## src/rtl/clock_pkg.sv

```systemverilog
`default_nettype none
// ============================================================================
// Module      : clock_pkg
// Description : Shared states, mode/field codes and BCD limits for the
//               digital clock time-setting path.
// Revision    : 1.0
// ============================================================================
package clock_pkg;

    typedef enum logic [2:0] {
        ST_RUN    = 3'd0,
        ST_EDIT_H = 3'd1,
        ST_EDIT_M = 3'd2,
        ST_EDIT_S = 3'd3,
        ST_COMMIT = 3'd4
    } state_t;

    localparam logic [1:0] MODE_RUN  = 2'b00;
    localparam logic [1:0] MODE_LOAD = 2'b01;
    localparam logic [1:0] MODE_HOLD = 2'b10;

    localparam logic [1:0] FLD_NONE = 2'b00;
    localparam logic [1:0] FLD_H    = 2'b01;
    localparam logic [1:0] FLD_M    = 2'b10;
    localparam logic [1:0] FLD_S    = 2'b11;

    localparam logic [7:0] HOUR_MAX   = 8'h23;
    localparam logic [7:0] MINSEC_MAX = 8'h59;

    function automatic logic [1:0] mode_of(input state_t st);
        case (st)
            ST_EDIT_H, ST_EDIT_M, ST_EDIT_S: mode_of = MODE_HOLD;
            ST_COMMIT:                       mode_of = MODE_LOAD;
            default:                         mode_of = MODE_RUN;
        endcase
    endfunction

    function automatic logic [1:0] field_of(input state_t st);
        case (st)
            ST_EDIT_H: field_of = FLD_H;
            ST_EDIT_M: field_of = FLD_M;
            ST_EDIT_S: field_of = FLD_S;
            default:   field_of = FLD_NONE;
        endcase
    endfunction

    function automatic logic is_edit(input state_t st);
        is_edit = (st == ST_EDIT_H) || (st == ST_EDIT_M) || (st == ST_EDIT_S);
    endfunction

endpackage
`default_nettype wire

```

## src/rtl/bcd_field_step.sv

```systemverilog
`default_nettype none
// ============================================================================
// Module      : bcd_field_step
// Description : Combinational +/-1 step of a two-digit BCD field, 00..MAX.
// Revision    : 1.0
// ============================================================================
module bcd_field_step #(
    parameter logic [7:0] MAX = 8'h59
) (
    input  logic [7:0] i_val,
    input  logic       i_inc,
    input  logic       i_dec,
    output logic [7:0] o_val
);

    // inc and dec together cancel out
    always_comb begin
        o_val = i_val;
        if (i_inc && !i_dec) begin
            if (i_val == MAX)
                o_val = 8'h00;
            else if (i_val[3:0] == 4'd9)
                o_val = {i_val[7:4] + 4'd1, 4'd0};
            else
                o_val = {i_val[7:4], i_val[3:0] + 4'd1};
        end else if (i_dec && !i_inc) begin
            if (i_val == 8'h00)
                o_val = MAX;
            else if (i_val[3:0] == 4'd0)
                o_val = {i_val[7:4] - 4'd1, 4'd9};
            else
                o_val = {i_val[7:4], i_val[3:0] - 4'd1};
        end
    end

endmodule
`default_nettype wire

```

## src/rtl/clock_set_ctrl.sv

```systemverilog
`default_nettype none
// ============================================================================
// Module      : clock_set_ctrl
// Description : Run/hold/load sequencer and button-driven shadow time editor.
// Revision    : 1.0
// ============================================================================
module clock_set_ctrl
    import clock_pkg::*;
#(
    parameter int TIMEOUT_S = 30
) (
    input  logic        clk_1hz,
    input  logic        rst,
    input  logic        btn_set,
    input  logic        btn_inc,
    input  logic        btn_dec,
    input  logic [23:0] time_cur,
    output logic [1:0]  clk_mode,
    output logic [23:0] time_load,
    output logic [1:0]  edit_field,
    output logic        blink
);

    localparam logic [7:0] C_IDLE_LAST = 8'(TIMEOUT_S - 1);

    logic       r_prev_set, r_prev_inc, r_prev_dec;
    logic       w_set_e, w_inc_e, w_dec_e, w_any_e;
    logic       w_step_inc, w_step_dec;
    state_t     r_state, w_state_nxt;
    logic [7:0] r_hour, r_min, r_sec;
    logic [7:0] w_hour_nxt, w_min_nxt, w_sec_nxt;
    logic [7:0] w_hour_step, w_min_step, w_sec_step;
    logic [7:0] r_idle, w_idle_nxt;
    logic       w_blink_nxt;

    assign w_set_e    = btn_set & ~r_prev_set;
    assign w_inc_e    = btn_inc & ~r_prev_inc;
    assign w_dec_e    = btn_dec & ~r_prev_dec;
    assign w_any_e    = w_set_e | w_inc_e | w_dec_e;
    // a set edge swallows any coincident step
    assign w_step_inc = w_inc_e & ~w_set_e;
    assign w_step_dec = w_dec_e & ~w_set_e;

    bcd_field_step #(.MAX(HOUR_MAX)) u_step_hour (
        .i_val (r_hour),
        .i_inc (w_step_inc),
        .i_dec (w_step_dec),
        .o_val (w_hour_step)
    );

    bcd_field_step #(.MAX(MINSEC_MAX)) u_step_min (
        .i_val (r_min),
        .i_inc (w_step_inc),
        .i_dec (w_step_dec),
        .o_val (w_min_step)
    );

    bcd_field_step #(.MAX(MINSEC_MAX)) u_step_sec (
        .i_val (r_sec),
        .i_inc (w_step_inc),
        .i_dec (w_step_dec),
        .o_val (w_sec_step)
    );

    always_comb begin
        w_state_nxt = r_state;
        w_hour_nxt  = r_hour;
        w_min_nxt   = r_min;
        w_sec_nxt   = r_sec;
        w_idle_nxt  = r_idle;
        case (r_state)
            ST_RUN: begin
                w_idle_nxt = 8'd0;
                if (w_set_e) begin
                    w_state_nxt = ST_EDIT_H;
                    w_hour_nxt  = time_cur[23:16];
                    w_min_nxt   = time_cur[15:8];
                    w_sec_nxt   = time_cur[7:0];
                end
            end
            ST_EDIT_H, ST_EDIT_M, ST_EDIT_S: begin
                if (w_set_e) begin
                    case (r_state)
                        ST_EDIT_H: w_state_nxt = ST_EDIT_M;
                        ST_EDIT_M: w_state_nxt = ST_EDIT_S;
                        default:   w_state_nxt = ST_COMMIT;
                    endcase
                end else begin
                    case (r_state)
                        ST_EDIT_H: w_hour_nxt = w_hour_step;
                        ST_EDIT_M: w_min_nxt  = w_min_step;
                        default:   w_sec_nxt  = w_sec_step;
                    endcase
                end
                if (w_any_e) begin
                    w_idle_nxt = 8'd0;
                end else if (r_idle == C_IDLE_LAST) begin
                    // abandon the edit; the counter resumes from its held value
                    w_state_nxt = ST_RUN;
                    w_idle_nxt  = 8'd0;
                end else begin
                    w_idle_nxt = r_idle + 8'd1;
                end
            end
            default: begin
                w_state_nxt = ST_RUN;
                w_idle_nxt  = 8'd0;
            end
        endcase

        if (!is_edit(w_state_nxt))
            w_blink_nxt = 1'b0;
        else if (r_state == ST_RUN)
            w_blink_nxt = 1'b1;
        else
            w_blink_nxt = ~blink;
    end

    always_ff @(posedge clk_1hz or posedge rst) begin
        if (rst) begin
            r_prev_set <= 1'b0;
            r_prev_inc <= 1'b0;
            r_prev_dec <= 1'b0;
            r_state    <= ST_RUN;
            r_hour     <= 8'h00;
            r_min      <= 8'h00;
            r_sec      <= 8'h00;
            r_idle     <= 8'd0;
            clk_mode   <= MODE_RUN;
            edit_field <= FLD_NONE;
            blink      <= 1'b0;
        end else begin
            r_prev_set <= btn_set;
            r_prev_inc <= btn_inc;
            r_prev_dec <= btn_dec;
            r_state    <= w_state_nxt;
            r_hour     <= w_hour_nxt;
            r_min      <= w_min_nxt;
            r_sec      <= w_sec_nxt;
            r_idle     <= w_idle_nxt;
            clk_mode   <= mode_of(w_state_nxt);
            edit_field <= field_of(w_state_nxt);
            blink      <= w_blink_nxt;
        end
    end

    assign time_load = {r_hour, r_min, r_sec};

endmodule
`default_nettype wire

```

## config.mk

```make
export PLATFORM = sky130hd
export DESIGN_NAME = clock_set_ctrl
export DESIGN_NICKNAME = d
export VERILOG_FILES = /design/src/rtl/clock_pkg.sv /design/src/rtl/bcd_field_step.sv /design/src/rtl/clock_set_ctrl.sv
export SDC_FILE = /design/constraint.sdc
export NUM_CORES = 1
export LEC_CHECK = 0
export CAP_MARGIN = 10
export CORE_MARGIN = 2
export CORE_UTILIZATION = 55
export CTS_CLUSTER_SIZE = 24
export DETAILED_ROUTE_END_ITERATION = 10
export GPL_ROUTABILITY_DRIVEN = 0
export PLACE_DENSITY = 0.9
export SYNTH_ARGS = -nofsm -noshare
export SYNTH_HDL_FRONTEND = slang
export SYNTH_HIERARCHICAL = 1
export SYNTH_SLANG_ARGS = --single-unit
export TNS_END_PERCENT = 1
```

## constraint.sdc

```tcl
create_clock -name clk_1hz -period 2.7 [get_ports clk_1hz]
set_input_delay 0.675 -clock clk_1hz [delete_from_list [all_inputs] [get_ports clk_1hz]]
set_output_delay 0.675 -clock clk_1hz [all_outputs]
set_load 0.01 [all_outputs]
```

==> summary.txt, run 1 <==
Critical path
  – Reg-to-Reg End: r_hour[3]
  – Endpoint type of the worst setup path: register
  – Endpoint arrival time on the critical path: 2870 ps
  – Critical Path Start Type: input pin
  – Reg2reg setup slack: 140 ps
  – Reg-to-Reg Start: r_hour[4]
  – Required time of the critical path: 2910 ps
  – Worst Reg-to-Reg Cells: 8
  – Kind of critical path: in -> reg
  – CP Max Fanout: 6

CTS
  – H-tree Lvls: 2
  – CTS tree: built
  – Root Buffer Master: clkbuf_8
  – Max Root-Sink Buffers: 2
  – Clock transition at path regs: about 100 ps
  – Sink Count: 43
  – Clock Latency Late Sink: 310 ps
  – TritonCTS Buffers: 5

Min path
  – Hold path endpoint: r_idle[0]
  – Worst hold start: r_idle[0]
  – Worst hold path class: reg -> reg
  – Hold depth: 1

Route
  – Drt pass-1 iters: 5
  – Via-per-instance ratio: 6.19
  – Routed len/inst: ~17 um
  – Number of DRC markers in iteration 0: 279
  – Antenna-violating nets left: 0
  – Vias: 3436
  – WL final: between 9 and 10 mm
  – # DRC: 0

Synthesis
  – Syn. warnings: 6
  – Asr flop ratio synth: 100%
  – Post-synthesis cell count: 400
  – Dominant synthesized flop cell: dfrtp_1
  – Post-synthesis register bit count: 43
  – Syn nets: 453
  – Post-Syn Area: 0.00367 mm^2
  – Yosys top cell area share: 29.3%
  – Area contributors post-synth: dfrtp_1 (29%), mux2_2 (15%), ha_1 (8.2%)
  – Synth cell types: 71
  – Average size of a mapped cell: 9.18 um^2
  – Post-synthesis sequential area ratio: 29.3%
  – Largest area contributor in the netlist: dfrtp_1
  – Number of flops mapped to enable cells by yosys: 0

Placement
  – Worst slack at placement: -408 ps
  – HPWL after DPL: 6.42 mm
  – Placed inst area: 0.00444 mm^2
  – IO buf count: 57

Run
  – # Max-Cap Violations: 0

Timing
  – Least-Margin Pin Slew: 575 ps
  – Worst Skew: 12.8 ps
  – Fin. Hold Viols: 0
  – RSZ-0062 raised after global routing: no
  – Final Worst Setup Slack: a little under 40 ps
  – Tmin final: 2660 ps
  – Final setup fails: 0
  – Slew Viols, Final: 0
  – Final Cycle Share: roughly 99%
  – Fmax: 376 MHz
  – Rel. slew slack: 61.3%

Cells and area
  – Leading cell type in the layout, fill and taps excluded: clkdlybuf4s50_1
  – Fraction of layout cells with a size suffix above 1: 27.2%
  – Fin area: 0.00470 mm^2
  – Area delta synth->final: 28.0%
  – Commonest non-fill, non-tap cells in the layout: clkdlybuf4s50_1 (56), mux2_2 (48), dfrtp_1 (43)
  – Nets: 530
  – # diodes: 0
  – Post-layout utilization of the core: 73.6%

Power and ir drop
  – Leakage: 1.98 nW
  – Peak supply drop: around 0.67 mV
  – PwrDens: 1010 mW/mm^2

Floorplan
  – Die area: 0.00735 mm^2
  – Die X: 85.7 um
  – Standard-cell rows: 29
  – IO Count: just under 60
  – Die Span Y: 85.7 um
  – Initial Util: 57.5%
  – Core Footprint: 0.00639 mm^2

GRT
  – Vias in the first global route: 3284
  – GR Util All Layers: roughly 25%
  – Grt ovf: 0
  – First-pass GRT wire length: 14.9 mm
  – Largest net degree at the start of global routing: 44
  – Antenna violations before repair: 0

Status
  – Status: finished, final reports clean
## where the power goes
group	internal [W]	total (W)	switching [W]
combinational	0.00154	0.00280	0.00125
clock	0.000276	0.000529	0.000253
sequential	0.000878	0.00143	0.000551
total	0.00270	0.00476	0.00206
## worst max path at each step
stage | start | slack, ps | to | cells past startpoint
2_1_floorplan | btn_set | -4 | r_min[6] | 10
3_3_place_gp | btn_set | -330 | r_hour[6] | 10
3_5_place_dp | btn_set | -410 | r_hour[4] | 10
4_1_cts | btn_set | 9 | r_min[4] | 11
5_1_grt | btn_inc | 30 | r_hour[4] | 10
6_report | btn_inc | 40 | r_hour[4] | 10
## worst max-delay path, cell delays in order
cell	delay [ps]
clkdlybuf4s50_1	530
nand2b_4	90
nor2_4	200
buf_4	160
nor3_4	40
and2b_2	260
a221oi_2	240
a21oi_1	90
mux2_2	290
mux2_2	280
## kinds of logic after synthesis
logic type	count (synthesis)	share of synthesized area, %
AO/OA/AOI/OAI	80	14.9
XOR/XNOR	13	3.10
adder cells (fa/ha/maj)	24	8.18
buffers and inverters	41	5.69
flip-flops	43	29.3
multiplexers	51	15.5
AND/OR/NAND/NOR	148	23.3
## state kept, by name (all words and copies together) (netlist names)
name        cells
blink           1
clk_mode        2
edit_field      2
r_hour          8
r_idle          8
r_min           8
r_prev_dec      1
r_prev_inc      1
r_prev_set      1
r_sec           8
r_state         3
## Yosys cell counts, types with 3 or more instances
library cell   n
nand2b_1      10
o21ai_0       17
a211oi_1       4
a21oi_1       18
dfrtp_1       43
mux2_2        48
buf_4          3
nor3_2         3
xor2_1         3
ha_1          24
buf_2         10
a311oi_1       3
inv_1         21
nand3_1       14
and3_1         4
nor2b_1       11
buf_6          4
a21o_1         3
nor3_1        15
a21oi_2        3
nand2_1       30
or4_1          4
nor3b_1        6
o21bai_1       3
mux2i_1        3
a31oi_1        4
nor2_1        24
o22ai_1        4
xnor2_1       10
## per-stage QoR
stage / hold slack [ps] / total power, W / TNS [ps] / instances
detailed placement: 516 / 0.00406 / -7210 / 544
CTS: 528 / 0.00461 / 0 / 552
global placement: 499 / 0.00391 / -5880 / 544
finish: 523 / 0.00476 / 0 / 555
floorplan: 477 / 0.00315 / -5.56 / 400
global route: 561 / 0.00509 / 0 / 555
## final cells by class
cell class	count	area, um^2
multi-input combinational	317	2510
fill	434	1680
sequential	43	1080
timing repair buffer	89	825
tap	77	96.3
inverter	21	78.8
clock buffer	5	68.8
clock inverter	3	43.8
## routing by layer
metal | vias up | GRT usage (%) | routed length [um]
met1 | 1660 | 30.7 | 4020
met3 | 31 | 4.14 | 516
met4 | 0 | 9.52 | 200
li1 | 1596 | - | -
met2 | 149 | 44.2 | 4900
met5 | - | 0 | 0
## what timing repair did
| action | in CTS | in global routing |
|---|---|---|
| resized for setup | 5 | 23 |
| pin swaps | 0 | 3 |
| setup endpoints to repair | 9 | 20 |
| buffers inserted | 0 | 2 |
| cloned | 0 | 1 |
| endpoints found under the hold margin | 0 | 0 |
| hold buffers | 0 | 0 |
Power figures use the tool's default switching activity.
==> run 2: changes to the inputs <==
Settings changed: CORE_UTILIZATION 55 to 50, PLACE_DENSITY 0.9 to 0.86.
Clock period 2.7 ns to 2.4 ns, I/O delays scaled along.
==> run 2 against run 1 <==
  * The flow now finishes with violations (setup timing)
  * Worst hold slack worse by 18 ps
  * Critical path type unchanged
  * Total power is 15% higher
  * Final area is 2.7% higher
  * Highest routed layer unchanged
==> summary.txt, run 2 (synthesized netlist as in run 1, its figures left out) <==
Timing
  – Worst hold slack: 506 ps
  – Least-Margin Pin Slew: 580 ps
  – Slew Viols, Final: 0
  – Fin. Hold Viols: 0
  – Final Cycle Share: 102%
  – Rel. slew slack: 61.3%
  – Final setup fails: 3
  – Worst Skew: 13.0 ps
  – Fmax: 408 MHz
  – Tmin final: ~2400 ps
  – RSZ-0062 raised after global routing: yes
  – Final Worst Setup Slack: -48.7 ps

Route
  – Antenna-violating nets left: 0
  – Routed len/inst: 17.4 um
  – Via-per-instance ratio: between 6 and 7
  – Number of DRC markers in iteration 0: between 300 and 400
  – Vias: 3616
  – Drt pass-1 iters: 5
  – WL final: 10.2 mm
  – # DRC: 0

GRT
  – Grt ovf: 0
  – GR Util All Layers: ~24%
  – Vias in the first global route: 3555
  – Antenna violations before repair: 0
  – Largest net degree at the start of global routing: 44
  – First-pass GRT wire length: 16.4 mm

Power and ir drop
  – Total power: 0.00548 W
  – Combinational power share: 61.5%
  – PwrDens: 1130 mW/mm^2
  – Net Sw Power: between 0.002 and 0.0025 W
  – Leakage: around 2.0 nW
  – Clk network pwr share: roughly 11%
  – Sequential Power Share: 27.4%
  – Switching Share: 42.8%
  – Int Pwr: 0.00313 W
  – Peak supply drop: 0.644 mV

Floorplan
  – Initial Util: 51.2%
  – Core Footprint: slightly above 0.007 mm^2
  – Standard-cell rows: 31
  – Die Span Y: 89.7 um
  – Die X: 89.7 um
  – IO Count: 58
  – Die area: 0.00805 mm^2

Cells and area
  – Finished Layout Cells: 589
  – Commonest non-fill, non-tap cells in the layout: clkdlybuf4s50_1 (54), mux2_2 (48), dfrtp_1 (42)
  – FILL cells: 522
  – Nets: between 500 and 600
  – Post-layout utilization of the core: approximately two thirds
  – # diodes: 0
  – Area delta synth->final: 31.4%
  – Fraction of layout cells with a size suffix above 1: 28.4%
  – Leading cell type in the layout, fill and taps excluded: clkdlybuf4s50_1

Critical path
  – Kind of critical path: in -> reg
  – Endpoint arrival time on the critical path: 2640 ps
  – Required time of the critical path: 2590 ps
  – Endpoint type of the worst setup path: register
  – CP Max Fanout: 8
  – Critical Path Start Type: input pin

CTS
  – Sink Count: 43
  – H-tree Lvls: 2
  – Clock Latency Late Sink: roughly 310 ps
  – Clock transition at path regs: 100 ps
  – Max Root-Sink Buffers: 2
  – TritonCTS Buffers: 5
  – Root Buffer Master: clkbuf_8
  – CTS tree: built
  – Hold buffer count at cts: 0

Placement
  – HPWL after DPL: between 6 and 7 mm
  – IO buf count: 57
  – # placed instances: 573

Min path
  – Worst hold path class: in -> reg

Run
  – # Max-Cap Violations: 0

Status
  – Failing checks: setup timing
  – Status: complete, but fails checks
==> run 2: power groups by stage <==
stage | sequential, W | combinational (W) | clock (W)
floorplan | 0.00148 | 0.00207 | 0
global placement | 0.00146 | 0.00307 | 0
detailed placement | 0.00148 | 0.00320 | 0
CTS | 0.00147 | 0.00326 | 0.000614
global route | 0.00155 | 0.00361 | 0.000642
finish | 0.00150 | 0.00337 | 0.000609
==> run 2: timing repair <==
item,CTS,global route
endpoints found under the setup margin,24,20
gates cloned,2,0
gates resized for setup,15,9
pin swaps,3,3
setup buffers,3,3
==> run 2: layout make-up <==
| type | instances | area [um^2] | area share (%) |
|---|---|---|---|
| timing repair buffer | 100 | 935 | 19.4 |
| multi-input combinational | 318 | 2500 | 51.7 |
| sequential | 43 | 1080 | 22.3 |
| inverter | 21 | 78.8 | 1.63 |
| clock inverter | 3 | 46.3 | 0.959 |
| clock buffer | 5 | 68.8 | 1.43 |
| tap | 99 | 124 | 2.57 |
==> run 2: worst paths after layout <==
kind / endpoint / startpoint / cells after the start / slack [ps]
max reg2reg: r_hour[3] / r_hour[4] / 8 / 70
max: r_hour[2] / btn_set / 12 / -50
min reg2reg: r_idle[0] / r_idle[0] / 1 / 510
min in group asynchronous: r_min[6] / rst / 3 / 660
min: r_prev_dec / btn_dec / 1 / 510
max in group asynchronous: r_hour[1] / rst / 3 / 1500
==> run 2: through the flow <==
| step | setup TNS (ps) | worst slack [ps] | area, um^2 |
|---|---|---|---|
| after detailed placement | -10370 | -519 | 4570 |
| final | -97.7 | -48.7 | 4830 |
| after floorplan | -10.4 | -10.4 | 3710 |
| after CTS | -7.80 | -7.80 | 4760 |
| after global routing | -412 | -75.7 | 4830 |
| after global placement | -9380 | -466 | 4570 |
==> run 2: per-layer routing <==
metal  global-route usage [%]  routed length (um)  vias to the layer above
met5                        0                   0                        -
met2                     44.1                5170                      192
met4                     9.23                 260                        0
li1                         -                   -                     1624
met3                     4.02                 726                       43
met1                     28.7                4090                     1757
==> run 2: critical path: stages <==
cell and delay [ps]:
dlygate4sd2_1 270, nor2b_4 140, buf_12 140, nor2_4 200, buf_4 150, buf_6 120
nor4bb_1 60, a21o_1 170, a32oi_1 180, o21ai_1 100, mux2_2 260, mux2_2 250
==> run 3: changes to the inputs <==
Settings changed: CELL_PAD_IN_SITES_DETAIL_PLACEMENT from default to 0, CELL_PAD_IN_SITES_GLOBAL_PLACEMENT from default to 1, CORE_UTILIZATION 50 to 38.
==> run 3 against run 2 <==
  * The flow now finishes without violations
  * Flip-flop and latch count unchanged
  * Register-to-register slack better by 80 ps
  * Non-clock buffer count up 6
  * Critical endpoint is now r_hour[4]
  * Largest cell class unchanged
==> summary.txt, run 3 (synthesized netlist as in run 1, its figures left out) <==
Status
  – Status: finished, final reports clean

Cells and area
  – Nets: 549
  – Area delta synth->final: 33.1%
  – Leading cell type in the layout, fill and taps excluded: clkdlybuf4s50_1
  – # diodes: 0
  – Fraction of layout cells with a size suffix above 1: between 20% and 30%
  – Finished Layout Cells: 626
  – Commonest non-fill, non-tap cells in the layout: clkdlybuf4s50_1 (54), mux2_2 (48), buf_4 (44)

Timing
  – Setup TNS: 0 ps
  – Least-Margin Pin Slew: 548 ps
  – Fmax: 437 MHz
  – Slew Viols, Final: 0
  – Fin. Hold Viols: 0
  – Rel. slew slack: 63.4%
  – Tmin final: 2290 ps
  – Final Cycle Share: a little over nine tenths
  – RSZ-0062 raised after global routing: no
  – Worst Skew: 7.69 ps
  – Final setup fails: 0

Route
  – WL final: between 9 and 10 mm
  – Antenna-violating nets left: 0
  – Number of DRC markers in iteration 0: approximately 120
  – Routed len/inst: 14.6 um
  – Drt pass-1 iters: 4
  – Vias: between 3000 and 4000
  – Via-per-instance ratio: 5.22
  – # DRC: 0

Critical path
  – Worst Reg-to-Reg Cells: 8
  – Slowest cell on crit path: dlygate4sd2_1
  – Critical-path cell list: dlygate4sd2_1, nand2b_4, nor2_4, nor3_4, and2b_2, buf_4, a221oi_2, a21oi_1, mux2_2, mux2_2
  – Required time of the critical path: 2600 ps
  – Cell mode on critical path: mux2_2
  – Endpoint type of the worst setup path: register
  – Critical Path Start Type: input pin
  – Kind of critical path: in -> reg
  – CP Max Fanout: 5
  – CP peak stage delay: 310 ps
  – Reg-to-Reg End: r_sec[7]
  – Reg-to-Reg Start: r_sec[0]
  – Endpoint arrival time on the critical path: 2480 ps
  – Top delay family on crit path: simple AND/OR/NAND/NOR gates
  – Reg2reg setup slack: 150 ps
  – Worst path bufs/invs: 2

CTS
  – Hold buffer count at cts: 0
  – Clock transition at path regs: approximately 90 ps
  – H-tree Lvls: 2
  – Max Root-Sink Buffers: 2
  – CTS tree: built
  – Clock Latency Late Sink: about 300 ps
  – Root Buffer Master: clkbuf_8
  – TritonCTS Buffers: 5
  – Sink Count: 43

Placement
  – # placed instances: 609
  – IO buf count: 57
  – HPWL after DPL: 6.70 mm

Floorplan
  – Die Span Y: 102 um
  – Core Footprint: 0.00933 mm^2
  – Die X: 102 um
  – Initial Util: 39.4%
  – Standard-cell rows: 35
  – Die area: about 0.010 mm^2
  – IO Count: a little under 60

GRT
  – Vias in the first global route: around 3200
  – GR Util All Layers: 18.3%
  – First-pass GRT wire length: between 15 and 20 mm
  – Largest net degree at the start of global routing: 25
  – Antenna violations before repair: 0
  – Grt ovf: 0

Run
  – # Max-Cap Violations: 0

Power and ir drop
  – Leakage: 2.06 nW
  – Peak supply drop: between 0.4 and 0.5 mV
  – PwrDens: 1080 mW/mm^2

Min path
  – Worst hold path class: in -> reg
  – Hold path endpoint: r_prev_set
  – Worst hold start: btn_set
  – Hold depth: 1
## run 3: worst max-delay path by stage
stage	from	end	slack, ps	cells after the start
4_1_cts	btn_dec	r_sec[1]	-7	10
5_1_grt	r_min[0]	r_min[5]	40	9
2_1_floorplan	btn_set	r_sec[3]	-10	9
3_5_place_dp	btn_set	r_min[3]	-520	8
3_3_place_gp	btn_dec	r_sec[7]	-450	9
6_report	btn_inc	r_hour[4]	110	10
## run 3: through the flow
stage               hold slack, ps  util, %  worst slack [ps]  area (um^2)  power (W)
floorplan                      477        -             -10.4         3710    0.00356
global placement               506     50.0              -450         4660    0.00466
detailed placement             512     50.0              -516         4660    0.00475
CTS                            520     51.7             -6.63         4820    0.00527
global route                   434     52.4              42.2         4890    0.00573
finish                         446     52.4               112         4890    0.00527
## run 3: timing repair
action / in CTS / in global routing
gates cloned: 3 / 0
setup endpoints to repair: 23 / 21
buffers inserted: 2 / 4
hold endpoints to repair: 0 / 0
gates resized for setup: 13 / 11
pin swaps: 2 / 3
## run 3: final cells by class
| cell class | instances | area (um^2) |
|---|---|---|
| Fill cell | 895 | 4440 |
| Multi-Input combinational cell | 319 | 2510 |
| Sequential cell | 43 | 1080 |
| Timing Repair Buffer | 106 | 980 |
| Tap cell | 129 | 161 |
| Inverter | 21 | 78.8 |
| Clock buffer | 6 | 72.6 |
| Clock inverter | 2 | 12.5 |
## run 3: metal layers
metal | track usage (%) | routed length, um | vias up
met3 | 2.60 | 232 | 8
met1 | 24.5 | 4320 | 1563
met5 | 0 | 0 | -
met4 | 2.67 | 44 | 0
li1 | - | - | 1640
met2 | 32.3 | 4570 | 55
## run 3: report_power, final
group	switching (W)	leakage, nW	total [W]	internal, W
sequential	0.000444	0.533	0.00143	0.000990
clock	0.000275	0.0412	0.000479	0.000204
combinational	0.00148	1.48	0.00336	0.00187
==> RTL change: new RTL, config.mk and constraints of run 3 <==
Put a register stage on the output `time_load`, cleared by the reset. The value now appears one clock later. The other outputs are not delayed to match.
--- a/src/rtl/clock_set_ctrl.sv
+++ b/src/rtl/clock_set_ctrl.sv
@@ -145,5 +145,11 @@
     end
 
-    assign time_load = {r_hour, r_min, r_sec};
+    always_ff @(posedge clk_1hz or posedge rst) begin
+        if (rst) begin
+            time_load <= '0;
+        end else begin
+            time_load <= {r_hour, r_min, r_sec};
+        end
+    end
 
 endmodule
Formal check against the unedited RTL: not equivalent (Yosys sat finds a counterexample within 4 cycles, from zero or initial values and one cycle with rst high).
==> RTL change against run 3 <==
  * Critical path type unchanged
  * Sequential cell count increased by 24
  * Largest cell class unchanged
  * Largest power group unchanged
  * Register-to-register slack got worse by 0.06 ns
  * Final area increased by 19%
  * Setup slack got worse by 0.060 ns
  * Final cell count increased by 6.5%
  * Critical endpoint is now r_hour[3]
  * Power increased by 43%
  * Global-route usage decreased by 1.2 points
  * Clock power increased to 3.2 times the old value
  * Area after synthesis increased by 20%
  * Routed wire length increased by 10%
==> RTL change: results (changes against run 3) <==
- The mux share of post-synthesis cell area is 15.33% (-0.21 points).
- The critical hold path startpoint is blink.
- The reported sequential group power is 2.14 mW (+50%).
- The via count of the first global-routing pass is 3566 (+11%).
- The worst voltage drop across the vdd grid came to 0.0006967 V (+68%).
- The number of gates resized after cts is 14 (+1).
- The worst reg2reg path endpoint is r_hour[3].
- The final HPWL from detailed placement is 7048 um (+5.3%).
- The total number of vias is 3495 (+7.0%).
- The routed wire length per instance was 15.17 um (+3.6%).
- The post-synthesis adder-cell area fraction came to 6.812% (-1.4 points).
- The placement-stage worst setup slack is -0.6609 ns (-0.1444 ns).
- The post-CTS setup buffer count was 7 (+5).
- The largest fanout on the critical path is 4 (-1).
- The power attributed to the clock group is 1.55 mW (+220%).
- The net count after synthesis is 477 (+5.3%).
- The number of standard cells in the final layout excluding fillers is 667 (+6.5%).
- The critical path's largest stage delay is 0.29 ns (-0.02 ns).
- The complex-gate fraction of the synthesized area was 12.21% (-2.7 points).
- The clock slew seen by the registers of the worst setup and hold paths came to 0.06 ns (-0.03 ns).
- The leakage power summed over all cells was 2.551 nW (+24%).
- The flow ran to the end, and the final reports show no timing, DRC or antenna violations.
- The largest net degree at the start of global routing is 53 (+110%).
- The share of the synthesized netlist area taken by xor and xnor gates is 2.753% (-0.35 points).
- The part of the total power dissipated in the clock network is 20.6% (+12 points).
- The H-tree level count came to 3 (+1).
- Ranked by total cell area, the synthesized netlist is headed by sky130_fd_sc_hd__dfrtp_1 38%, sky130_fd_sc_hd__mux2_4 9.5%, sky130_fd_sc_hd__ha_1 6.8%.
- The tightest hold margin is 0.4679 ns (+0.02139 ns).
- The insertion delay to the later sink of the worst-skew pair came to 0.34 ns (+0.04 ns).
- The category of cells accounting for the largest share of critical-path delay is buffers and inverters.
- The slowest cell on the critical path is sky130_fd_sc_hd__a221o_1.
- The net switching power figure is 2.668 mW (+21%).
- Clock tree synthesis selected as its root buffer the cell sky130_fd_sc_hd__clkbuf_16.
- The average cell area after synthesis is 10.40 um^2 (+13%).
- The pin slew with the least headroom to its limit is 0.4680 ns (-0.08029 ns).
- The cell count after placement is 642 (+5.4%).
- The area of placed instances is 5344 um^2 (+15%).
- For hold timing, the worst endpoint is blink.
- The area of all sequential standard cells was 1677 um^2 (+56%).
- The number of distinct library cells after synthesis came to 72 (+1.4%).
- The first-pass GRT wire length is 17360 um (+13%).
RTL change: changes by cell type in the layout (fill, tap and decap cells not counted), moves of 3 or more:
cell                               run 3  this run
sky130_fd_sc_hd__o21ai_0              17        14
sky130_fd_sc_hd__mux2_2               48        20
sky130_fd_sc_hd__dfrtp_1              43        67
sky130_fd_sc_hd__bufinv_16             0         3
sky130_fd_sc_hd__nor3_1               15        18
sky130_fd_sc_hd__nor2_1               22        25
sky130_fd_sc_hd__buf_4                44        40
sky130_fd_sc_hd__clkbuf_16             0         9
sky130_fd_sc_hd__mux2_4                0        28
sky130_fd_sc_hd__clkbuf_8              5         1
RTL change: worst max path at each step:
stage | end | depth (start not counted) | slack, ns | start
final | r_hour[3] | 11 | 0.05 | btn_set
after global routing | r_sec[1] | 12 | -0.01 | btn_set
after CTS | r_min[1] | 10 | 0.001 | btn_dec
after detailed placement | r_hour[4] | 9 | -0.66 | btn_set
after global placement | r_hour[6] | 9 | -0.58 | btn_set
after floorplan | r_hour[3] | 9 | -0.02 | btn_set
RTL change: final cells by class:
type	instances	area share [%]
flip-flops and latches	67	28.78
clock buffers	10	4.102
multi-input cells	317	44.20
inverters	21	1.353
repair buffers	103	16.56
well taps	143	3.071
clock inverters	6	1.933
RTL change: metal layers:
metal,vias to the layer above,routed length [um],GRT usage [%]
met1,1705,4538,21.68
li1,1705,-,-
met3,8,398,3.811
met4,0,158,7.160
met5,-,0,0
met2,77,5024,28.48
RTL change: worst register-to-register path, delay by kind of cell (launching register included):
| kind | cells | cell delay [ns] |
|---|---|---|
| muxes | 2 | 0.54 |
| AOI/OAI and AO/OA | 2 | 0.53 |
| and+or+nand+nor | 2 | 0.50 |
| DFF | 1 | 0.37 |
| adders and majority gates | 1 | 0.18 |
| buffers and inverters | 1 | 0.09 |
